File: config.mk
export PLATFORM = sky130hd
export DESIGN_NAME = bank_pwm
export DESIGN_NICKNAME = d
export VERILOG_FILES = /design/src/rtl/cmd_icd_pkg.sv /design/src/rtl/bank_pwm_gen.sv /design/src/rtl/bank_pwm.sv
export SDC_FILE = /design/constraint.sdc
export NUM_CORES = 1
export LEC_CHECK = 0
export BUFFER_PORTS_ARGS = -buffer_cell sky130_fd_sc_hd__buf_2
export CAP_MARGIN = 15
export CORE_AREA = 8 8 129 179
export CTS_CLUSTER_SIZE = 8
export DETAILED_ROUTE_END_ITERATION = 12
export DIE_AREA = 0 0 137 187
export PLACE_DENSITY = 0.55
export SLEW_MARGIN = 20
export SYNTH_ARGS = -nofsm -noshare
export SYNTH_HDL_FRONTEND = slang
export SYNTH_SLANG_ARGS = --single-unit
File: constraint.sdc
create_clock -name clk -period 2.16 [get_ports clk]
set_input_delay 0.432 -clock clk [delete_from_list [all_inputs] [get_ports clk]]
set_output_delay 0.432 -clock clk [all_outputs]
set_load 0.02 [all_outputs]
File: src/rtl/cmd_icd_pkg.sv
// ---------------------------------------------------------------------------
// cmd_icd_pkg
// Shared interface definitions for the bank_cmd stream: opcode value,
// command-word field positions and the word builder used by producers.
// Revision: 1.0
// ---------------------------------------------------------------------------
`default_nettype none

package cmd_icd_pkg;

    localparam int NUM_BANKS = 4;
    localparam int DUTY_W    = 8;

    // Command word layout
    localparam int OPC_MSB  = 31;
    localparam int OPC_LSB  = 24;
    localparam int MASK_MSB = 11;
    localparam int MASK_LSB = 8;
    localparam int VAL_MSB  = 7;
    localparam int VAL_LSB  = 0;

    // Opcode that targets the bank duty shadows
    localparam logic [7:0] BANK_OPCODE = 8'hB1;

    // Last pwm_cnt value of a period (period is 255 ticks: 0..254)
    localparam logic [DUTY_W-1:0] PWM_LAST = 8'd254;

    typedef enum logic [0:0] {
        ST_ACCEPT = 1'b0,
        ST_DECODE = 1'b1
    } cmd_state_e;

    typedef struct packed {
        logic [7:0]           opcode;
        logic [NUM_BANKS-1:0] mask;
        logic [DUTY_W-1:0]    value;
    } bank_cmd_t;

    // Producer-side helper: build a bank write command word
    function automatic logic [31:0] task2bank_cmd(input logic [NUM_BANKS-1:0] mask,
                                                  input logic [DUTY_W-1:0]    value);
        logic [31:0] w;
        w = '0;
        w[OPC_MSB:OPC_LSB]   = BANK_OPCODE;
        w[MASK_MSB:MASK_LSB] = mask;
        w[VAL_MSB:VAL_LSB]   = value;
        return w;
    endfunction

endpackage

`default_nettype wire

File: src/rtl/bank_pwm_gen.sv
// ---------------------------------------------------------------------------
// bank_pwm_gen
// Prescaled 255-tick PWM counter with per-lane duty compare. Active duty
// registers reload from the shadow inputs only at the end of a period.
// Revision: 1.0
// ---------------------------------------------------------------------------
`default_nettype none

module bank_pwm_gen
    import cmd_icd_pkg::*;
#(
    parameter int PRESCALE = 1,
    parameter int LANES    = 4
) (
    input  logic                          clk,
    input  logic                          rst_n,
    input  logic [LANES-1:0][DUTY_W-1:0]  shadow_i,
    output logic [LANES-1:0]              pwm_o,
    output logic [LANES-1:0][DUTY_W-1:0]  active_o
);

    localparam logic [15:0] PRESC_LAST = 16'(PRESCALE - 1);

    logic [15:0]                   presc_q;
    logic [15:0]                   presc_d;
    logic                          tick;
    logic [DUTY_W-1:0]             cnt_q;
    logic [DUTY_W-1:0]             cnt_d;
    logic [LANES-1:0][DUTY_W-1:0]  active_q;
    logic [LANES-1:0]              pwm_q;

    assign tick    = (presc_q == PRESC_LAST);
    assign presc_d = tick ? 16'd0 : presc_q + 16'd1;
    assign cnt_d   = (cnt_q == PWM_LAST) ? '0 : cnt_q + 8'd1;

    // Prescaler: free-running 0..PRESCALE-1
    always_ff @(posedge clk or negedge rst_n) begin
        if (!rst_n) begin
            presc_q <= '0;
        end else begin
            presc_q <= presc_d;
        end
    end

    // PWM counter; active duties reload from shadow on the last tick of a period
    always_ff @(posedge clk or negedge rst_n) begin
        if (!rst_n) begin
            cnt_q    <= '0;
            active_q <= '0;
        end else if (tick) begin
            cnt_q <= cnt_d;
            if (cnt_q == PWM_LAST) begin
                active_q <= shadow_i;
            end
        end
    end

    // Registered compare: output follows the counter by one cycle
    always_ff @(posedge clk or negedge rst_n) begin
        if (!rst_n) begin
            pwm_q <= '0;
        end else begin
            for (int i = 0; i < LANES; i++) begin
                pwm_q[i] <= (cnt_q < active_q[i]);
            end
        end
    end

    assign pwm_o    = pwm_q;
    assign active_o = active_q;

endmodule

`default_nettype wire

File: src/rtl/bank_pwm.sv
// ---------------------------------------------------------------------------
// bank_pwm
// Four-bank PWM controller. A two-state command FSM accepts bank_cmd words,
// writes per-bank duty shadows and counts rejected opcodes; bank_pwm_gen
// produces the outputs from period-synchronous active duties.
// Revision: 1.0
// ---------------------------------------------------------------------------
`default_nettype none

module bank_pwm
    import cmd_icd_pkg::*;
#(
    parameter int PRESCALE = 1
) (
    input  logic                              clk,
    input  logic                              rst_n,
    input  logic                              asi_cmd_valid,
    output logic                              asi_cmd_ready,
    input  logic [31:0]                       asi_cmd_data,
    output logic [NUM_BANKS-1:0]              bank_out,
    output logic [NUM_BANKS-1:0][DUTY_W-1:0]  duty,
    output logic [15:0]                       bad_cmd_cnt
);

    cmd_state_e                         state_q;
    logic                               ready_q;
    bank_cmd_t                          cmd_q;
    logic [NUM_BANKS-1:0][DUTY_W-1:0]   shadow_q;
    logic [15:0]                        bad_cmd_cnt_q;
    bank_cmd_t                          cmd_d;
    logic                               unused_cmd_bits;

    assign cmd_d.opcode = asi_cmd_data[OPC_MSB:OPC_LSB];
    assign cmd_d.mask   = asi_cmd_data[MASK_MSB:MASK_LSB];
    assign cmd_d.value  = asi_cmd_data[VAL_MSB:VAL_LSB];

    // Reserved bits of the command word are ignored
    assign unused_cmd_bits = ^asi_cmd_data[OPC_LSB-1:MASK_MSB+1];

    // Command FSM: capture in ACCEPT, apply in DECODE; ready is low in DECODE
    // and also for the first cycle after reset release
    always_ff @(posedge clk or negedge rst_n) begin
        if (!rst_n) begin
            state_q       <= ST_ACCEPT;
            ready_q       <= 1'b0;
            cmd_q         <= '0;
            shadow_q      <= '0;
            bad_cmd_cnt_q <= '0;
        end else begin
            unique case (state_q)
                ST_ACCEPT: begin
                    if (asi_cmd_valid && ready_q) begin
                        cmd_q   <= cmd_d;
                        state_q <= ST_DECODE;
                        ready_q <= 1'b0;
                    end else begin
                        ready_q <= 1'b1;
                    end
                end
                ST_DECODE: begin
                    if (cmd_q.opcode == BANK_OPCODE) begin
                        for (int i = 0; i < NUM_BANKS; i++) begin
                            if (cmd_q.mask[i]) begin
                                shadow_q[i] <= cmd_q.value;
                            end
                        end
                    end else if (bad_cmd_cnt_q != 16'hFFFF) begin
                        bad_cmd_cnt_q <= bad_cmd_cnt_q + 16'd1;
                    end
                    state_q <= ST_ACCEPT;
                    ready_q <= 1'b1;
                end
            endcase
        end
    end

    bank_pwm_gen #(
        .PRESCALE (PRESCALE),
        .LANES    (NUM_BANKS)
    ) u_gen (
        .clk      (clk),
        .rst_n    (rst_n),
        .shadow_i (shadow_q),
        .pwm_o    (bank_out),
        .active_o (duty)
    );

    assign asi_cmd_ready = ready_q;
    assign bad_cmd_cnt   = bad_cmd_cnt_q;

endmodule

`default_nettype wire

# Yosys cells after proc, flatten, opt, wreduce, memory -nomap -nowiden
# Index checks and enable logic that the tools add are counted.
dict set report word_totals {
  regBits 130
  latch_bits 0
  mem_bits_rw 0
  rom_bits 0
  inputBits 35
  output_inout_bits 53
  elab_cells 44
  memories 0
}
dict set report op_classes {
  n_addsub 3
  mul 0
  div 0
  order_cmp 4
  n_eq_ne 3
  shift 0
  mux 6
  bitwise_logic 2
  n_reduce_logical 9
}
# operator n
set ops {}
lappend ops {{$add A16 B1 Y16 const B} 2}
lappend ops {{$lt A8 B8 Y1} 4}
lappend ops {{$eq A8 B8 Y1 const B} 2}
lappend ops {{$logic_not A16 Y1} 1}
lappend ops {{$mux W16} 1}
lappend ops {{$ne A16 B16 Y1 const B} 1}
lappend ops {{$reduce_and A3 Y1} 5}
lappend ops {{$add A8 B1 Y8 const B} 1}
lappend ops {{$mux W8} 1}
lappend ops {{$pmux W1 S2} 2}
lappend ops {{$reduce_and A2 Y1} 2}
lappend ops {{$mux W1} 2}
lappend ops {{$not A1 Y1} 2}
lappend ops {{$logic_and A1 B1 Y1} 1}

# Depth between registers and ports, before layout
# Gate-level depths: netlist (run 1).
dict set report logic_depth {
  depth_word 3
  depth_mapped 7
}

# Cells and area by module
# A second synthesis (run 1) with hierarchy kept.
dict set report unflattened {
  hier_cells 466
  hier_area_um2 6003.3
}
# mod n_inst cells_per_inst area_each_um2
set by_module_without_submodules {}
lappend by_module_without_submodules {bank_pwm_gen 1 274 3193.1}
lappend by_module_without_submodules {bank_pwm 1 192 2810.2}

# Least setup slack after synthesis (run 1)
# OpenSTA, ideal clock, no wires.
dict set report synth_path {
  kind {reg2reg}
  startpoint {reg u_gen.cnt_q[0]}
  endpoint {reg u_gen.active_q (netlist bit u_gen.active_o[0])}
  t_arrival_ns 1.813
  required_ns 2.035
  slack_ns 0.223
  stages_incl_launch_ff 8
  synth_period_minus_slack_ns 1.937
  path_cell_list {dfrtp_1 inv_1 ha_1 nand3_1 or2_2 nor3_4 buf_6 mux2_2}
}
dict set report synth_between {
  elab_chain_len 2
}
# item line
set synth_lines {}
lappend synth_lines {{start, declared} bank_pwm_gen.sv:27} ;# logic [DUTY_W-1:0] cnt_q;
lappend synth_lines {{start signal, assigned} bank_pwm_gen.sv:51} ;# cnt_q <= cnt_d;
lappend synth_lines {{$eq A8 B8 Y1} bank_pwm_gen.sv:52} ;# if (cnt_q == PWM_LAST) begin
lappend synth_lines {{$reduce_and A2 Y1 (no source line)} --}
lappend synth_lines {{end signal, assigned} bank_pwm_gen.sv:53} ;# active_q <= shadow_i;
lappend synth_lines {{end, declared} bank_pwm_gen.sv:29} ;# logic [LANES-1:0][DUTY_W-1:0] active_q;
# Every way passes these cells.
# A chain may end at the register's enable or synchronous reset.

# Worst setup path after layout (run 1)
dict set report layout_path {
  startpoint {reg u_gen.cnt_q[0]}
  endpoint {reg u_gen.active_q (netlist bit u_gen.active_o[5])}
}
# Same word-level chain as after synthesis.

==> results of run 1 <==
[stage by stage]
step           instances    util  cell area (um^2)  setup slack, ns  power (uW)
6_report             844  0.3650              7418           0.1551        6104
5_1_grt              844  0.3650              7418          0.05202        6381
4_1_cts              844  0.3650              7418           0.1564        6200
3_5_place_dp         811  0.3355              6819           0.1665        3347
3_3_place_gp         811  0.3355              6819           0.1694        3315
2_1_floorplan        472       -              6015           0.2227        3086
[layout make-up]
cell class	count	area, um^2	share of cell area
clock buffer	20	456.7	0.06156
inverter	35	131.4	0.01771
sequential	130	3253	0.4385
multi-input combinational	298	2571	0.3466
timing repair buffer	93	553.0	0.07455
tap	256	320.3	0.04318
clock inverter	12	132.6	0.01788
[kinds of logic after synthesis]
logic type / Yosys count / synth area share
xor gates and xnor gates: 26 / 0.03786
AOI/OAI and AO/OA: 45 / 0.05367
muxes: 87 / 0.1635
and+or+nand+nor: 107 / 0.1038
buffers and inverters: 44 / 0.03162
adders and majority gates: 33 / 0.06865
DFF: 130 / 0.5409
[cells in the mapped netlist, types with 4 or more instances]
master,count
o31a_1,4
xor2_1,15
nand2_1,15
inv_1,35
and3_1,4
mux2_2,83
nand2_4,4
o21ai_0,8
nor3_1,11
xnor2_1,11
a211oi_1,4
a21oi_1,5
a21o_1,12
nor4_1,6
dfrtp_1,130
nand4_1,9
ha_1,33
nor2_1,16
nand2b_1,5
nand3_1,19
[registers in the layout (all words and copies together), names as in the netlist]
name	flops
u_gen.pwm_o	4
u_gen.active_o	32
shadow_q	32
u_gen.cnt_q	8
bad_cmd_cnt	16
state_q	1
u_gen.presc_q	16
cmd_q	20
asi_cmd_ready	1
[power by group through the flow]
| stage | registers [uW] | logic [uW] | clock network [uW] |
|---|---|---|---|
| 6_report | 2820 | 470 | 2810 |
| 5_1_grt | 2850 | 522 | 3010 |
| 4_1_cts | 2830 | 483 | 2890 |
| 3_5_place_dp | 2870 | 480 | 0 |
| 3_3_place_gp | 2850 | 465 | 0 |
| 2_1_floorplan | 2850 | 232 | 0 |
[cells in the final DEF (no fill, tap or decap), types with 5 or more instances in the layout]
master     count
dfrtp_1      130
mux2_2        83
buf_2         74
inv_1         35
ha_1          33
nand3_1       19
clkbuf_16     17
nor2_1        16
nand2_1       15
xor2_1        15
buf_4         15
a21o_1        12
nor3_1        11
xnor2_1       11
nand4_1        9
o21ai_0        8
nor4_1         6
nand2b_1       5
a21oi_1        5
[how the worst max path moves through the flow]
stage / startpoint / to / cells past startpoint
floorplan: u_gen.cnt_q[0] / u_gen.active_o[0] / 7
global placement: u_gen.presc_q[0] / u_gen.active_o[8] / 7
detailed placement: u_gen.presc_q[0] / u_gen.active_o[5] / 7
CTS: u_gen.presc_q[0] / u_gen.active_o[5] / 7
global route: u_gen.presc_q[1] / u_gen.cnt_q[6] / 7
finish: u_gen.cnt_q[0] / u_gen.active_o[5] / 7
[layer usage]
layer  GRT usage  share of wire  up-vias
li1            -              -     1899
met1      0.1304           0.42     2020
met2      0.1954           0.52       75
met3     0.03925          0.051       17
met4     0.04193          0.016        0
met5           0              0        -
==> run_results.csv, run 1 <==
group,metric,value,unit
timing,rsz0062_at_grt,"no",
timing,worst_slew_pin_slew,0.5262,ns
clocking,post-cts-setup-buffers,0,
pwr,pwr-share-clk,0.461,
synthesis,async_flop_share,1.000,
global_route,grt_pass1_wl,22870,um
drt,viasPerCell,4.752,
final_layout,syn2layout_area_growth,23.34,%
clocking,numCtsBuffers,17,
clocking,cts.clk_slew.worst_paths,0.06,ns
synthesis,synth_cell_types,46,
pwr,switching_share,0.2467,
synthesis,synth_area,0.006015,mm^2
floorplan,ioPinCount,88,
critical_path,cp_cell_sequence,"inv_1, ha_1, nand3_1, or2_2, nor3_4, buf_12, mux2_2",
clocking,clk_latency,0.41,ns
synthesis,synthFlopType,"dfrtp_1",
critical_path,reg2regPathDepth,7,
critical_path,cp.arrival,2.29,ns
timing,skew,0.01216,ns
pwr,ir_worst_vdd,0.5537,mV
run,drv_cap,0,
drt,route.detailed.drc,0,
drt,vias,4011,
critical_path,path_class,"reg -> reg",
synthesis,synthCells,472,
timing,min_period,2.005,ns
synthesis,ys_seq_area_frac,0.5409,
pwr,combPwrFrac,0.077,
critical_path,crit_family,"simple AND/OR/NAND/NOR gates",
timing,hold_ws,0.2480,ns
clocking,cts_tree,"done",
critical_path,critPathLaunchType,"flop",
synthesis,synth_seq_cells,130,
critical_path,slowest_delay,0.38,ns
floorplan,fp.dieW,137,um
synthesis,syn_avg_cell_area,12.74,um^2
floorplan,core,0.02032,mm^2
clocking,clockBufferDepth,2,
timing,tns,0,ns
placement,numPortBuffers,75,
pwr,p_leak,0.003674,uW
critical_path,cp_num_buf_inv,2,
synthesis,synth.area.top_cells,"dfrtp_1 54%, mux2_2 16%, ha_1 6.9%",
global_route,grt_pass1_vias,4313,
global_route,grt_start_max_net_pins,50,
critical_path,cp.required,2.45,ns
drt,drtAntennaViolNets,0,
global_route,grt_use_total,0.1154,
final_layout,layout-drive-gt1-share,0.3690,
final_layout,nets,643,
synthesis,synth_top_cell_by_area,"dfrtp_1",
timing,finalSetupViolCount,0,
drt,routed_wl,14100,um
pwr,switchingPower,1506,uW
hold_path,worstHoldStart,"asi_cmd_data[29]",
clocking,cts_resized,0,
status,status,"finished clean",
clocking,cts_root_buf,"clkbuf_16",
placement,post-dp-hpwl,10520,um
pwr,seqPwrFrac,0.462,
timing,fin_crit_sh,0.9282,
pwr,p_int,4598,uW
critical_path,rrSetupSlack,0.16,ns
floorplan,die_y,187,um
global_route,grt_overflow_total,0,
critical_path,cp_max_fo,32,
critical_path,reg2reg_to,"u_gen.active_o[5]",
synthesis,ys.warnings.count,0,
synthesis,synth-edff-count,0,
timing,slew_headroom,0.6488,
hold_path,holdCritPathClass,"in -> reg",
timing,timing.final.hold_violations,0,
critical_path,r2r-start,"u_gen.cnt_q[0]",
hold_path,holdPathStages,2,
critical_path,worst_setup_path_end_kind,"flop",
synthesis,syn_nets,540,
floorplan,rows,62,
global_route,antenna_found_initial,0,
timing,slew_viol_final,0,
final_layout,diodes,0,
floorplan,die-area,0.02562,mm^2
drt,wl_per_cell,16.70,um
placement,gp_congestion,0.8240,
critical_path,slowest_stage,"dfrtp_1",
final_layout,fill_cells,2032,
timing,max_freq,498.8,MHz
drt,drt_iter0_markers,205,
clocking,htree_levels,4,
hold_path,hold_end,"cmd_q[17]",
floorplan,start_util,0.2959,
synthesis,synth_top_cell_area_share,0.5409,
drt,first_pass_iters,4,
clocking,cts_hold_buf,1,
pwr,p_per_area,822.8,mW/mm^2
clocking,clock_sinks,130,
Note: power is estimated with default switching activity, not from simulation.
==> inputs of run 2 (changes only) <==
ABC_AREA = 1   (was not set)
CORE_AREA = 8 8 133 184   (was 8 8 129 179)
DIE_AREA = 0 0 141 192   (was 0 0 137 187)
==> run 2 against run 1 <==
  * Utilization is 0.38 points lower
  * Clock skew decreased by 0.00076 ns
  * Synthesized area grew 6.3%
  * Sequential power shrank 5%
  * Global-route usage rose by 1.1 points
  * Synthesized cell count up 65%
  * Highest routed layer unchanged
==> run_results.csv, run 2 <==
group,metric,value,unit
critical_path,crit_end,"u_gen.active_o[19]",
clocking,cts_tree,"done",
placement,gp_congestion,0.7739,
run,drv_cap,0,
synthesis,synth.most_common_cell,"nand2_1",
final_layout,layout-drive-gt1-share,0.1531,
final_layout,ff_latch_area,0.003253,mm^2
critical_path,reg2regPathDepth,7,
floorplan,die-area,0.02707,mm^2
synthesis,synth-edff-count,0,
floorplan,core,0.02170,mm^2
pwr,pwr-share-clk,0.496,
synthesis,syn_nets,845,
global_route,grt_start_max_net_pins,42,
clocking,numCtsBuffers,17,
final_layout,final_core_util,0.3612,
timing,max_freq,556.5,MHz
synthesis,synth_cell_types,26,
drt,drtAntennaViolNets,0,
synthesis,synth.area.top_cells,"dfrtp_1 51%, nand2_1 16%, ha_1 6.5%",
critical_path,setup.worst_path.start,"u_gen.cnt_q[4]",
floorplan,start_util,0.2946,
synthesis,synthTopCellsByCount,"278 x nand2_1, 130 x dfrtp_1, 79 x inv_1, 62 x o21ai_0, 57 x nand3_1",
final_layout,fill_cells,2271,
pwr,p_leak,0.004077,uW
drt,viasPerCell,4.320,
drt,drt_iter0_markers,264,
timing,finalSetupViolCount,0,
synthesis,async_flop_share,1.000,
clocking,cts.clk_slew.worst_paths,0.06,ns
timing,slew_headroom,0.6438,
timing,skew,0.01141,ns
clocking,cts_resized,0,
critical_path,cp.arrival,2.16,ns
critical_path,cp_max_fo,34,
floorplan,fp.dieW,141,um
drt,wl_per_cell,13.44,um
clocking,clockBufferDepth,2,
pwr,ir_worst_vdd,0.4838,mV
synthesis,synthCells,777,
critical_path,cp_cell_sequence,"nand2_1, nor2_2, nand2b_1, inv_6, buf_4, nand3_1, nand2_1",
critical_path,slowest_stage,"dfrtp_1",
critical_path,critPathLaunchType,"flop",
drt,vias,5093,
final_layout,diodes,0,
drt,first_pass_iters,4,
synthesis,ys.warnings.count,0,
timing,slew_viol_final,0,
critical_path,crit_family,"simple AND/OR/NAND/NOR gates",
floorplan,ioPinCount,88,
timing,worst_slew_pin_slew,0.5330,ns
hold_path,holdCritPathClass,"in -> reg",
timing,tns,0,ns
placement,post-dp-hpwl,11620,um
global_route,grt_pass1_vias,5339,
placement,placed_area,0.007186,mm^2
final_layout,postLayoutCellArea,0.007838,mm^2
timing,rsz0062_at_grt,"no",
final_layout,final_common_cell,"nand2_1",
critical_path,reg2reg_to,"u_gen.active_o[19]",
critical_path,slowest_delay,0.57,ns
clocking,clk_latency,0.42,ns
timing,timing.final.hold_violations,0,
synthesis,synthFlopType,"dfrtp_1",
critical_path,r2r-start,"u_gen.cnt_q[4]",
floorplan,rows,64,
synthesis,syn_avg_cell_area,8.227,um^2
pwr,p_per_area,800.1,mW/mm^2
critical_path,cp_num_buf_inv,2,
pwr,total_power,6271,uW
global_route,antenna_found_initial,0,
floorplan,die_y,192,um
final_layout,final_cell_mix,"278 x nand2_1, 130 x dfrtp_1, 79 x inv_1, 74 x buf_2, 62 x o21ai_0",
clocking,cts_root_buf,"clkbuf_16",
drt,routed_wl,15840,um
timing,min_period,1.797,ns
pwr,p_int,4709,uW
final_layout,nets,937,
critical_path,critical_path_depth,7,
critical_path,cp.required,2.52,ns
drt,route.detailed.drc,0,
pwr,seqPwrFrac,0.426,
pwr,switchingPower,1563,uW
pwr,combPwrFrac,0.078,
global_route,grt_overflow_total,0,
synthesis,synth_top_cell_area_share,0.5089,
synthesis,synth_area,0.006392,mm^2
clocking,htree_levels,4,
critical_path,rrSetupSlack,0.36,ns
final_layout,syn2layout_area_growth,22.61,%
final_layout,instances_no_fill,1179,
global_route,grt_use_total,0.1260,
final_layout,multi_input_area,0.002705,mm^2
synthesis,ys_seq_area_frac,0.5089,
pwr,switching_share,0.2492,
placement,dpl.cell_count,1146,
placement,numPortBuffers,75,
synthesis,synth_seq_cells,130,
status,status,"finished clean",
global_route,grt_pass1_wl,26850,um
clocking,clock_sinks,130,
critical_path,critical_path.most_common_cell,"nand2_1",
timing,fin_crit_sh,0.8319,
critical_path,path_class,"reg -> reg",
critical_path,worst_setup_path_end_kind,"flop",
synthesis,synth_top_cell_by_area,"dfrtp_1",
## run 2: changes by cell type in the layout (fill, tap and decap cells not counted), sizes merged, moves of 6 or more
cell / previous run / this run
nor4: 6 / 0
nor2: 16 / 50
a21o: 12 / 0
mux2: 87 / 0
nand3: 19 / 58
xnor2: 11 / 5
nor3: 13 / 6
o21ai: 9 / 62
inv: 36 / 85
nand2: 19 / 280
a21oi: 5 / 20
## run 2: through the flow
step / hold WS, ns / worst slack (ns)
2_1_floorplan: 0.1364 / 0.5417
3_3_place_gp: 0.3786 / 0.3612
3_5_place_dp: 0.3806 / 0.3604
4_1_cts: 0.1856 / 0.3448
5_1_grt: 0.2050 / 0.1643
6_report: 0.2069 / 0.3632
## run 2: cell families after synthesis
kind of cell | after synthesis | synth area share
XOR/XNOR | 21 | 0.02877
buffers and inverters | 102 | 0.06792
AND/OR/NAND/NOR | 407 | 0.2633
flip-flops | 130 | 0.5089
adder cells (fa/ha/maj) | 33 | 0.06459
AO/OA/AOI/OAI | 84 | 0.06655
## run 2: routing by layer
layer,track usage,vias up,part of all wire
met2,0.2166,96,0.50
met5,0,-,0
met1,0.1492,2322,0.45
met4,0.04934,0,0.016
li1,-,2658,-
met3,0.03010,17,0.034
## run 2: area by class of cell
class	instances	share of cell area
Sequential cell	130	0.4151
Multi-Input combinational cell	545	0.3451
Timing Repair Buffer	93	0.07056
Clock buffer	18	0.05603
Tap cell	297	0.04741
Inverter	82	0.03991
Clock inverter	14	0.02586
## run 2: how the worst min path moves through the flow
| stage | slack, ns | start | cells after the start | end |
|---|---|---|---|---|
| detailed placement | 0.38 | rst_n | 1 | u_gen.pwm_o[1] |
| finish | 0.21 | asi_cmd_data[31] | 3 | cmd_q[19] |
| floorplan | 0.14 | rst_n | 0 | asi_cmd_ready |
| global placement | 0.38 | rst_n | 1 | u_gen.pwm_o[1] |
| global route | 0.20 | asi_cmd_data[8] | 3 | cmd_q[8] |
| CTS | 0.19 | asi_cmd_data[31] | 3 | cmd_q[19] |
## run 2: timing repair
action	in CTS	in global routing
hold endpoints to repair	19	0
hold buffers	1	0
endpoints found under the setup margin	0	0
buffers inserted	0	0
## run 2: power groups by stage
stage | Sequential [uW] | Clock [uW] | Combinational [uW]
floorplan | 2750 | 0 | 230
global placement | 2710 | 0 | 498
detailed placement | 2710 | 0 | 504
CTS | 2670 | 3190 | 509
global route | 2690 | 3290 | 565
finish | 2670 | 3110 | 490
## run 2: worst min-delay path, cell delays in order
cell and delay [ns]:
buf_2 0.07, nand2_1 0.04, nand2_1 0.04
==> inputs of run 3 (changes only) <==
clock period = 1.7 ns   (was 2.16 ns; I/O delays follow)
==> run 3 against run 2 <==
  * Non-clock buffer count up 21
  * Final area up 1.6%
  * Hold slack worse by 0.097 ns
  * Sequential share of layout area down 0.65 points
  * Critical path type unchanged
  * Critical endpoint is now u_gen.active_o[13]
  * Largest power group unchanged
==> run_results.csv, run 3 (synthesis gave the netlist of run 2 again) <==
group,metric,value,unit
timing,max_freq,639.8,MHz
timing,fin_crit_sh,0.9194,
critical_path,setup.worst_path.start,"u_gen.cnt_q[0]",
timing,min_period,1.563,ns
final_layout,layout-drive-gt1-share,0.1750,
final_layout,final_core_util,0.3669,
placement,numPortBuffers,75,
timing,slew_viol_final,0,
critical_path,critPathLaunchType,"flop",
pwr,seqPwrFrac,0.449,
placement,placed_area,0.007393,mm^2
pwr,p_leak,0.004151,uW
global_route,grt_overflow_total,0,
clocking,cts.clk_slew.worst_paths,0.06,ns
hold_path,holdPathStages,3,
clocking,htree_levels,4,
floorplan,die-area,0.02707,mm^2
pwr,switching_share,0.2765,
clocking,clockBufferDepth,2,
floorplan,die_y,192,um
run,drv_cap,0,
floorplan,start_util,0.2946,
drt,drtAntennaViolNets,0,
pwr,combPwrFrac,0.096,
hold_path,holdCritPathClass,"in -> reg",
final_layout,final_cell_mix,"276 x nand2_1, 130 x dfrtp_1, 79 x inv_1, 74 x buf_2, 62 x o21ai_0",
drt,routed_wl,16300,um
pwr,switchingPower,2071,uW
timing,tns,0,ns
clocking,cts_root_buf,"clkbuf_16",
global_route,antenna_found_initial,0,
drt,first_pass_iters,5,
placement,gp_congestion,0.7752,
floorplan,rows,64,
pwr,p_int,5418,uW
clocking,clk_latency,0.43,ns
placement,post-dp-hpwl,11700,um
critical_path,reg2reg_to,"u_gen.active_o[13]",
clocking,post-cts-setup-buffers,0,
critical_path,path_class,"reg -> reg",
drt,route.detailed.drc,0,
floorplan,ioPinCount,88,
timing,rsz0062_at_grt,"no",
hold_path,hold_end,"cmd_q[12]",
clocking,clock_sinks,130,
floorplan,fp.dieW,141,um
timing,finalSetupViolCount,0,
drt,viasPerCell,4.324,
hold_path,worstHoldStart,"asi_cmd_data[24]",
timing,timing.final.hold_violations,0,
critical_path,cp.required,2.06,ns
critical_path,rrSetupSlack,0.14,ns
critical_path,cp.arrival,1.92,ns
final_layout,syn2layout_area_growth,24.56,%
global_route,grt_start_max_net_pins,39,
drt,wl_per_cell,13.58,um
final_layout,diodes,0,
global_route,grt_pass1_wl,27210,um
final_layout,final_common_cell,"nand2_1",
placement,dpl.cell_count,1167,
drt,drt_iter0_markers,304,
status,status,"finished clean",
critical_path,cp_max_fo,32,
critical_path,r2r-start,"u_gen.cnt_q[0]",
timing,hold_ws,0.1100,ns
timing,skew,0.008664,ns
critical_path,worst_setup_path_end_kind,"flop",
timing,worst_slew_pin_slew,0.4048,ns
final_layout,instances_no_fill,1200,
timing,slew_headroom,0.7302,
pwr,pwr-share-clk,0.455,
floorplan,core,0.02170,mm^2
global_route,grt_pass1_vias,5264,
global_route,grt_use_total,0.1291,
drt,vias,5189,
final_layout,nets,958,
final_layout,postLayoutCellArea,0.007963,mm^2
clocking,numCtsBuffers,17,
pwr,ir_worst_vdd,0.6230,mV
pwr,p_per_area,940.4,mW/mm^2
clocking,cts_tree,"done",
critical_path,reg2regPathDepth,9,
## run 3: timing repair
item                                   in CTS  in global routing
hold buffers                                1                  0
resized for setup                           0                  4
endpoints found under the hold margin      22                  0
setup endpoints to repair                   0                 53
## run 3: through the flow
step	setup WS (ns)	total power, uW
finish	0.1370	7488
floorplan	0.08171	3789
global route	0.002394	7854
CTS	0.02085	7596
detailed placement	0.03608	4145
global placement	0.03232	4138
## run 3: worst max-delay path by stage
stage / to / slack (ns) / cells past startpoint
2_1_floorplan: bad_cmd_cnt[0] / 0.08 / 9
3_3_place_gp: bad_cmd_cnt[3] / 0.03 / 8
3_5_place_dp: bad_cmd_cnt[10] / 0.04 / 8
4_1_cts: bad_cmd_cnt[5] / 0.02 / 8
5_1_grt: u_gen.active_o[28] / 0.002 / 9
6_report: u_gen.active_o[13] / 0.14 / 9
## run 3: final cells by class
| type | count | area [um^2] |
|---|---|---|
| fill | 2269 | 13740 |
| sequential | 130 | 3253 |
| multi-input combinational | 545 | 2715 |
| timing repair buffer | 114 | 760.7 |
| clock buffer | 17 | 425.4 |
| tap | 297 | 371.6 |
| inverter | 82 | 312.8 |
| clock inverter | 15 | 123.9 |
## run 3: routing by layer
metal / part of all wire / GRT usage / wire length, um
met5: 0 / 0 / 0
met2: 0.50 / 0.2192 / 8092
met4: 0.019 / 0.05804 / 304
met3: 0.041 / 0.02935 / 670
met1: 0.44 / 0.1530 / 7234
## run 3: critical path, cell delays in order, from the launching register on
cell	delay, ns
dfrtp_1	0.34
inv_1	0.05
ha_1	0.19
nand3_1	0.07
nand2b_1	0.19
clkinv_4	0.18
nand3_4	0.13
buf_12	0.19
nand2_1	0.08
nand2_1	0.07
## run 3: power groups by stage
stage | registers (uW) | clock network [uW] | logic, uW
2_1_floorplan | 3500 | 0 | 293
3_3_place_gp | 3410 | 0 | 727
3_5_place_dp | 3420 | 0 | 730
4_1_cts | 3360 | 3500 | 738
5_1_grt | 3380 | 3640 | 830
6_report | 3360 | 3410 | 718
